**config.mk**
```make
export PLATFORM = sky130hd
export DESIGN_NAME = digit_lock_ctrl
export DESIGN_NICKNAME = d
export VERILOG_FILES = /design/src/rtl/digit_lock_ctrl.sv
export SDC_FILE = /design/constraint.sdc
export NUM_CORES = 1
export LEC_CHECK = 0
export CAP_MARGIN = 20
export CORE_UTILIZATION = 40
export DETAILED_ROUTE_END_ITERATION = 12
export HOLD_SLACK_MARGIN = 0.08
export MAX_ROUTING_LAYER = met4
export SYNTH_ARGS = -nofsm -noshare
export SYNTH_HDL_FRONTEND = slang
export SYNTH_SLANG_ARGS = --single-unit
```
**constraint.sdc**
```tcl
create_clock -name clk -period 2.3 [get_ports clk]
set_input_delay 0.46 -clock clk [delete_from_list [all_inputs] [get_ports clk]]
set_output_delay 0.46 -clock clk [all_outputs]
set_load 0.005 [all_outputs]
```
**src/rtl/digit_lock_ctrl.sv**
```systemverilog
// digit_lock_ctrl: parametrised digit-entry lock controller.
// Stores a NUM_DIGITS x DIGIT_W password (entered MSB digit first),
// checks guesses against it, limits consecutive wrong guesses to MAX_TRIES,
// and follows the last allowed miss with a timed LOCKOUT of LOCKOUT_CYCLES.
// The password can only be changed while OPEN, and the change is atomic.
//
// Ports:
//   clk, rst          clock; asynchronous active-high reset
//   set_req           request a new password (IDLE or OPEN)
//   lock_req          relock while OPEN (set_req has priority)
//   digit_valid       one digit capture per high cycle
//   digit_in          digit value
//   state             IDLE=0 SET=1 ARMED=2 GUESS=3 CHECK=4 OPEN=5 FAIL=6 LOCKOUT=7
//   password_set      a complete password is stored
//   unlocked          high in OPEN
//   fail              high for the single FAIL cycle
//   alarm             high in LOCKOUT
//   tries_left        remaining guesses before lockout
//   digit_count       digits captured in the current entry
//   dis_password      stored password while OPEN, zero otherwise
module digit_lock_ctrl #(
  parameter int unsigned DIGIT_W        = 4,
  parameter int unsigned NUM_DIGITS     = 4,
  parameter int unsigned MAX_TRIES      = 3,
  parameter int unsigned LOCKOUT_CYCLES = 16
) (
  input  logic                               clk,
  input  logic                               rst,
  input  logic                               set_req,
  input  logic                               lock_req,
  input  logic                               digit_valid,
  input  logic [DIGIT_W-1:0]                 digit_in,
  output logic [2:0]                         state,
  output logic                               password_set,
  output logic                               unlocked,
  output logic                               fail,
  output logic                               alarm,
  output logic [$clog2(MAX_TRIES+1)-1:0]     tries_left,
  output logic [$clog2(NUM_DIGITS+1)-1:0]    digit_count,
  output logic [DIGIT_W*NUM_DIGITS-1:0]      dis_password
);

  localparam int unsigned PW_W  = DIGIT_W * NUM_DIGITS;
  localparam int unsigned TRY_W = $clog2(MAX_TRIES + 1);
  localparam int unsigned CNT_W = $clog2(NUM_DIGITS + 1);
  localparam int unsigned LCK_W = $clog2(LOCKOUT_CYCLES + 1);

  localparam logic [2:0] S_IDLE    = 3'd0;
  localparam logic [2:0] S_SET     = 3'd1;
  localparam logic [2:0] S_ARMED   = 3'd2;
  localparam logic [2:0] S_GUESS   = 3'd3;
  localparam logic [2:0] S_CHECK   = 3'd4;
  localparam logic [2:0] S_OPEN    = 3'd5;
  localparam logic [2:0] S_FAIL    = 3'd6;
  localparam logic [2:0] S_LOCKOUT = 3'd7;

  localparam logic [CNT_W-1:0] LAST_IDX  = CNT_W'(NUM_DIGITS - 1);
  localparam logic [TRY_W-1:0] TRIES_MAX = TRY_W'(MAX_TRIES);
  localparam logic [LCK_W-1:0] LCK_LOAD  = LCK_W'(LOCKOUT_CYCLES - 1);

  logic [2:0]       state_q,  state_d;
  logic [PW_W-1:0]  pw_q,     pw_d;
  logic [PW_W-1:0]  shadow_q, shadow_d;
  logic [PW_W-1:0]  guess_q,  guess_d;
  logic             pset_q,   pset_d;
  logic [TRY_W-1:0] tries_q,  tries_d;
  logic [CNT_W-1:0] count_q,  count_d;
  logic [LCK_W-1:0] lck_q,    lck_d;

  // Place digit d at position idx, position 0 being the most significant digit.
  function automatic logic [PW_W-1:0] put_digit(input logic [PW_W-1:0]    vec,
                                                input logic [CNT_W-1:0]   idx,
                                                input logic [DIGIT_W-1:0] d);
    logic [PW_W-1:0] r;
    r = vec;
    for (int unsigned k = 0; k < NUM_DIGITS; k++) begin
      if (idx == CNT_W'(k)) r[PW_W-1-k*DIGIT_W -: DIGIT_W] = d;
    end
    return r;
  endfunction

  // State and datapath registers.
  always_ff @(posedge clk or posedge rst) begin
    if (rst) begin
      state_q  <= S_IDLE;
      pw_q     <= '0;
      shadow_q <= '0;
      guess_q  <= '0;
      pset_q   <= 1'b0;
      tries_q  <= TRIES_MAX;
      count_q  <= '0;
      lck_q    <= '0;
    end else begin
      state_q  <= state_d;
      pw_q     <= pw_d;
      shadow_q <= shadow_d;
      guess_q  <= guess_d;
      pset_q   <= pset_d;
      tries_q  <= tries_d;
      count_q  <= count_d;
      lck_q    <= lck_d;
    end
  end

  // Next-state and datapath update.
  always_comb begin
    state_d  = state_q;
    pw_d     = pw_q;
    shadow_d = shadow_q;
    guess_d  = guess_q;
    pset_d   = pset_q;
    tries_d  = tries_q;
    count_d  = count_q;
    lck_d    = lck_q;

    case (state_q)
      S_IDLE: begin
        if (set_req) begin
          state_d = S_SET;
          count_d = '0;
        end
      end

      // New digits land in the shadow; the stored password only changes on completion.
      S_SET: begin
        if (digit_valid) begin
          shadow_d = put_digit(shadow_q, count_q, digit_in);
          if (count_q == LAST_IDX) begin
            pw_d    = shadow_d;
            pset_d  = 1'b1;
            tries_d = TRIES_MAX;
            count_d = '0;
            state_d = S_ARMED;
          end else begin
            count_d = count_q + CNT_W'(1);
          end
        end
      end

      S_ARMED: begin
        if (digit_valid) begin
          guess_d = put_digit(guess_q, '0, digit_in);
          if (NUM_DIGITS == 1) begin
            state_d = S_CHECK;
          end else begin
            count_d = CNT_W'(1);
            state_d = S_GUESS;
          end
        end
      end

      S_GUESS: begin
        if (digit_valid) begin
          guess_d = put_digit(guess_q, count_q, digit_in);
          if (count_q == LAST_IDX) begin
            count_d = '0;
            state_d = S_CHECK;
          end else begin
            count_d = count_q + CNT_W'(1);
          end
        end
      end

      S_CHECK: begin
        if (guess_q == pw_q) begin
          tries_d = TRIES_MAX;
          state_d = S_OPEN;
        end else if (tries_q > TRY_W'(1)) begin
          tries_d = tries_q - TRY_W'(1);
          state_d = S_FAIL;
        end else begin
          tries_d = '0;
          lck_d   = LCK_LOAD;
          state_d = S_LOCKOUT;
        end
      end

      S_FAIL: state_d = S_ARMED;

      // Counter is loaded with LOCKOUT_CYCLES-1 so the state lasts exactly LOCKOUT_CYCLES.
      S_LOCKOUT: begin
        if (lck_q == '0) begin
          tries_d = TRIES_MAX;
          state_d = S_ARMED;
        end else begin
          lck_d = lck_q - LCK_W'(1);
        end
      end

      S_OPEN: begin
        if (set_req) begin
          count_d = '0;
          state_d = S_SET;
        end else if (lock_req) begin
          state_d = S_ARMED;
        end
      end

      default: state_d = S_IDLE;
    endcase
  end

  // Outputs decoded from registers only.
  assign state        = state_q;
  assign password_set = pset_q;
  assign unlocked     = (state_q == S_OPEN);
  assign fail         = (state_q == S_FAIL);
  assign alarm        = (state_q == S_LOCKOUT);
  assign tries_left   = tries_q;
  assign digit_count  = count_q;
  assign dis_password = (state_q == S_OPEN) ? pw_q : '0;

endmodule

```
# [Word-level counts from Yosys, hierarchy flattened]
# Cells that the tools add are included.
[word_totals] regBits=62 inputBits=9 elab_cells=99
[op_classes] add_sub_neg=3 magnitude_cmp=1 eq_ne=25 mux=39 bitwise_logic=1 n_reduce_logical=19
[op_table] operator="$mux W16" n=3
[op_table] operator="$mux W3" n=13
[op_table] operator="$mux W4" n=8
[op_table] operator="$pmux W16 S2" n=1
[op_table] operator="$reduce_and A4 Y1" n=7
[op_table] operator="$pmux W3 S8" n=1
[op_table] operator="$ne A2 B2 Y1 const B" n=10
[op_table] operator="$eq A16 B16 Y1" n=1
[op_table] operator="$mux W5" n=3
[op_table] operator="$eq A3 B2 Y1 const B" n=4
[op_table] operator="$eq A3 B3 Y1 const B" n=4
[op_table] operator="$mux W2" n=6
[op_table] operator="$pmux W5 S2" n=1
[op_table] operator="$pmux W3 S3" n=1
[op_table] operator="$reduce_and A8 Y1" n=1
[op_table] operator="$eq A3 B1 Y1 const B" n=2
[op_table] operator="$logic_not A3 Y1" n=2
[op_table] operator="$ne A2 B1 Y1 const B" n=3
[op_table] operator="$pmux W2 S3" n=1
[op_table] operator="$reduce_bool A3 Y1" n=2
[op_table] operator="$logic_not A5 Y1" n=1
[op_table] operator="$sub A5 B1 Y5 const B" n=1
[op_table] operator="$reduce_bool A2 Y1" n=2
[op_table] operator="$reduce_or A2 Y1" n=2
[op_table] operator="other kinds (8)" n=8

# [Longest topological paths before layout]
[depth] ltp_word=4 depth_mapped=8

# [Worst setup path after synthesis]
# Ideal clock, no wire load.
[synth_timing] kind="register to register" from="reg count_q[0] (netlist: digit_count[0])" to="reg guess_q[12]" setup_ns=0.125 arrival_time_ns=1.669 t_required_ns=2.175 setup_slack_ns=0.506 path_stages_with_launch=6 n_path_buf=0 period_less_slack_ns=1.794 cell_sequence="dfrtp_1 > inv_1 > ha_1 > nand2_1 > a211oi_1 > mux2_2"
[synth_via] elab_chain_len=3
[synth_rtl] item="start, declared" line_no="67" rtl="logic [CNT_W-1:0] count_q, count_d;"
[synth_rtl] item="start signal, assigned" line_no="100" rtl="count_q <= count_d;"
[synth_rtl] item="$logic_not A3 Y1" line_no="77" rtl="if (idx == CNT_W'(k)) r[PW_W-1-k*DIGIT_W -: DIGIT_W] = d;"
[synth_rtl] item="$ne A2 B2 Y1 (no source line)"
[synth_rtl] item="$reduce_and A4 Y1 (no source line)"
[synth_rtl] item="end signal, assigned" line_no="97" rtl="guess_q <= guess_d;"
[synth_rtl] item="end, declared" line_no="64" rtl="logic [PW_W-1:0] guess_q, guess_d;"
# Every way passes these cells.
# A chain may end at the register's enable or synchronous reset.

# [Final worst setup path]
[layout_timing] from="reg state_q[1] (netlist: state[1])" to="out dis_password[11]"
[layout_via] elab_chain_len=2
[layout_rtl] item="start, declared" line_no="61" rtl="logic [2:0] state_q, state_d;"
[layout_rtl] item="start signal, assigned" line_no="94" rtl="state_q <= state_d;"
[layout_rtl] item="$eq A3 B3 Y1" line_no="211" rtl="assign dis_password = (state_q == S_OPEN) ? pw_q : '0;"
[layout_rtl] item="$mux W16" line_no="211"
[layout_rtl] item="end, declared" line_no="40" rtl="output logic [DIGIT_W*NUM_DIGITS-1:0] dis_password"
# Every way passes these cells.

==> results.json <==
{
  "status": "finished, final reports clean",
  "p_leak_uw": 0.00171,
  "tns_ns": 0,
  "placementRows": 31,
  "clock-sinks": 58,
  "root_buffer": "clkbuf_8",
  "r2r-start": "lck_q[0]",
  "globalplace.congestion": 0.798,
  "tightest_slew_ns": 0.769,
  "fin_crit_sh_pct": 97.2,
  "viasPerCell": 5.21,
  "area_growth_pct": 23.7,
  "synth_cell_types": 42,
  "utilization_pct": 51.1,
  "rr_worst_depth": 7,
  "maxCapViolCount": 0,
  "crit_type": "flop to output pin",
  "numCtsBuffers": 9,
  "avgRoutedWirePerCell_um": 16.4,
  "period_needed_ns": 2.24,
  "syn_avg_cell_area_sq_um": 10.8,
  "synth-main-ff-cell": "dfrtp_1",
  "finalHoldViolCount": 0,
  "synth_top_area_share_pct": 47.0,
  "grt_pass1_vias": 2164,
  "post_dp_cell_area_sq_um": 3480,
  "drive_above_1_share_pct": 21.7,
  "synth_nets": 292,
  "endpoint_kind": "output pin",
  "port_buffers": 36,
  "die_width_um": 88.3,
  "final_area_sq_um": 3690,
  "startpoint_type": "flop",
  "ys_top_cells_by_count": "dfrtp_1, nand2_1, mux2_2, and3_1, xnor2_1",
  "grt_pass1_wl_mm": 11.1,
  "antenna_found_initial": 0,
  "critPathRequiredTime_ns": 1.84,
  "diodes": 0,
  "max_slew_margin_pct": 48.3,
  "final_nets": 337,
  "synth_top_area_cell": "dfrtp_1",
  "cts.clk_slew.worst_paths_ns": 0.06,
  "hold_path_class": "input port to asynchronous set/reset pin",
  "die_area_sq_um": 7800,
  "worstPathMaxFanout": 5,
  "start_util_pct": 41.3,
  "postRouteAntennaNets": 0,
  "crit_path_top_delay_cell": "clkdlybuf4s50_1",
  "drt_iter0_markers": 95,
  "syn_inst": 277,
  "insertion_delay_ns": 0.34,
  "slew_violations": 0,
  "ys_warn_count": 0,
  "power.density_nw_per_um2": 1200,
  "core_sq_um": 7210,
  "path_cells": "and2b_4 > and3_1 > clkdlybuf4s50_1",
  "cts_tree": "yes",
  "fmax_mhz": 447,
  "htreeDepth": 3,
  "synth_area_leaders": "dfrtp_1, mux2_2, xnor2_1",
  "clk_path_buf_depth": 2,
  "n_fill_cell": 705,
  "grtUsageTotal_pct": 20.1,
  "rsz0062_at_grt": "false",
  "vias": 2220,
  "ir_drop_v": 0.000467,
  "syn_area_sq_um": 2980,
  "drc_errors": 0,
  "die_h_um": 88.3,
  "p_total_uw": 4440,
  "arrival_ns": 1.78,
  "grt_max_degree": 46,
  "routed_wl_mm": 6.97,
  "place_hpwl_mm": 4.63,
  "synth-seq-cells": 58,
  "finClkSkew_ns": 0.0101,
  "crit_path_end": "dis_password[11]",
  "synth_edf_count": 0,
  "whs_ns": 0.403,
  "setup_viol": 0,
  "yosysMostFrequentCell": "dfrtp_1",
  "async_flop_share_pct": 100,
  "overflow": 0,
  "yosysSeqAreaShare_pct": 48.8,
  "startpoint": "state[1]",
  "firstDrtPassIters": 4,
  "ios": 37,
  "r2r_slack_ns": 0.31,
  "rr_endpoint": "state[0]",
  "slowest_delay_ns": 0.50
}
final cells by class:
type / count / area [sq um] / share of cell area [%]
clock buffer: 13 / 159 / 4.31
clock inverter: 3 / 15.0 / 0.407
inverter: 9 / 33.8 / 0.916
multi-input combinational: 197 / 1440 / 39.1
sequential: 58 / 1460 / 39.5
tap: 99 / 124 / 3.36
timing repair buffer: 47 / 459 / 12.5
cell usage in the layout (no fill, tap or decap), drive strengths merged, types with 3 or more instances in the layout:
| cell | n |
|---|---|
| nand4 | 4 |
| nand2 | 36 |
| buf | 11 |
| and2 | 3 |
| clkdlybuf4s50 | 36 |
| o21ai | 16 |
| clkbuf | 13 |
| clkinv | 3 |
| inv | 9 |
| a211oi | 3 |
| dfrtp | 56 |
| and3 | 21 |
| a21oi | 9 |
| ha | 6 |
| mux2 | 29 |
| a21o | 3 |
| mux2i | 13 |
| xnor2 | 17 |
| nor2 | 9 |
| and2b | 3 |
where the power goes:
part	internal (uW)	switching, uW
combinational	992	816
sequential	1450	344
clock	445	391
cells by family after synthesis:
family	share of synthesized area (%)
and+or+nand+nor	14.8
DFF	48.8
AOI/OAI and AO/OA	9.74
muxes	15.3
buffers and inverters	3.61
xor gates and xnor gates	5.29
adders and majority gates	2.52
sequential cells by signal (all words and copies together) (netlist names):
register,count
digit_count,3
guess_q,16
lck_q,5
password_set,1
pw_q,16
shadow_q,12
state,3
tries_left,2
repair_timing:
| item | 4_1_cts | 5_1_grt |
|---|---|---|
| hold buffers | 0 | 0 |
| resized for setup | 1 | 6 |
| endpoints found under the setup margin | 17 | 17 |
| buffers inserted | 0 | 1 |
| cloned | 0 | 2 |
metal layers:
layer	routed length [um]	track usage, %	part of all wire [%]
met1	3310	26.5	48
met2	3180	29.9	46
met3	368	4.85	5.3
met4	112	7.92	1.6
met5	0	-	0
critical path: cells and delay by family (launching register included):
kind | cells | cell delay, ns
buf+inv | 1 | 0.50
flops | 1 | 0.42
simple gates | 2 | 0.52
stage by stage:
step	cells	worst slack (ns)
after floorplan	277	0.415
final	426	0.0636
after global placement	407	0.203
after CTS	423	0.00781
after detailed placement	407	0.169
after global routing	426	0.00920
worst min-delay path by stage:
stage                  from            to  slack (ns)
2_1_floorplan  password_set  password_set        0.46
3_5_place_dp   password_set  password_set        0.46
6_report                rst       pw_q[9]        0.40
3_3_place_gp   password_set  password_set        0.46
5_1_grt                 rst      pw_q[13]        0.43
4_1_cts                 rst      pw_q[13]        0.41
Power figures use the tool's default switching activity.
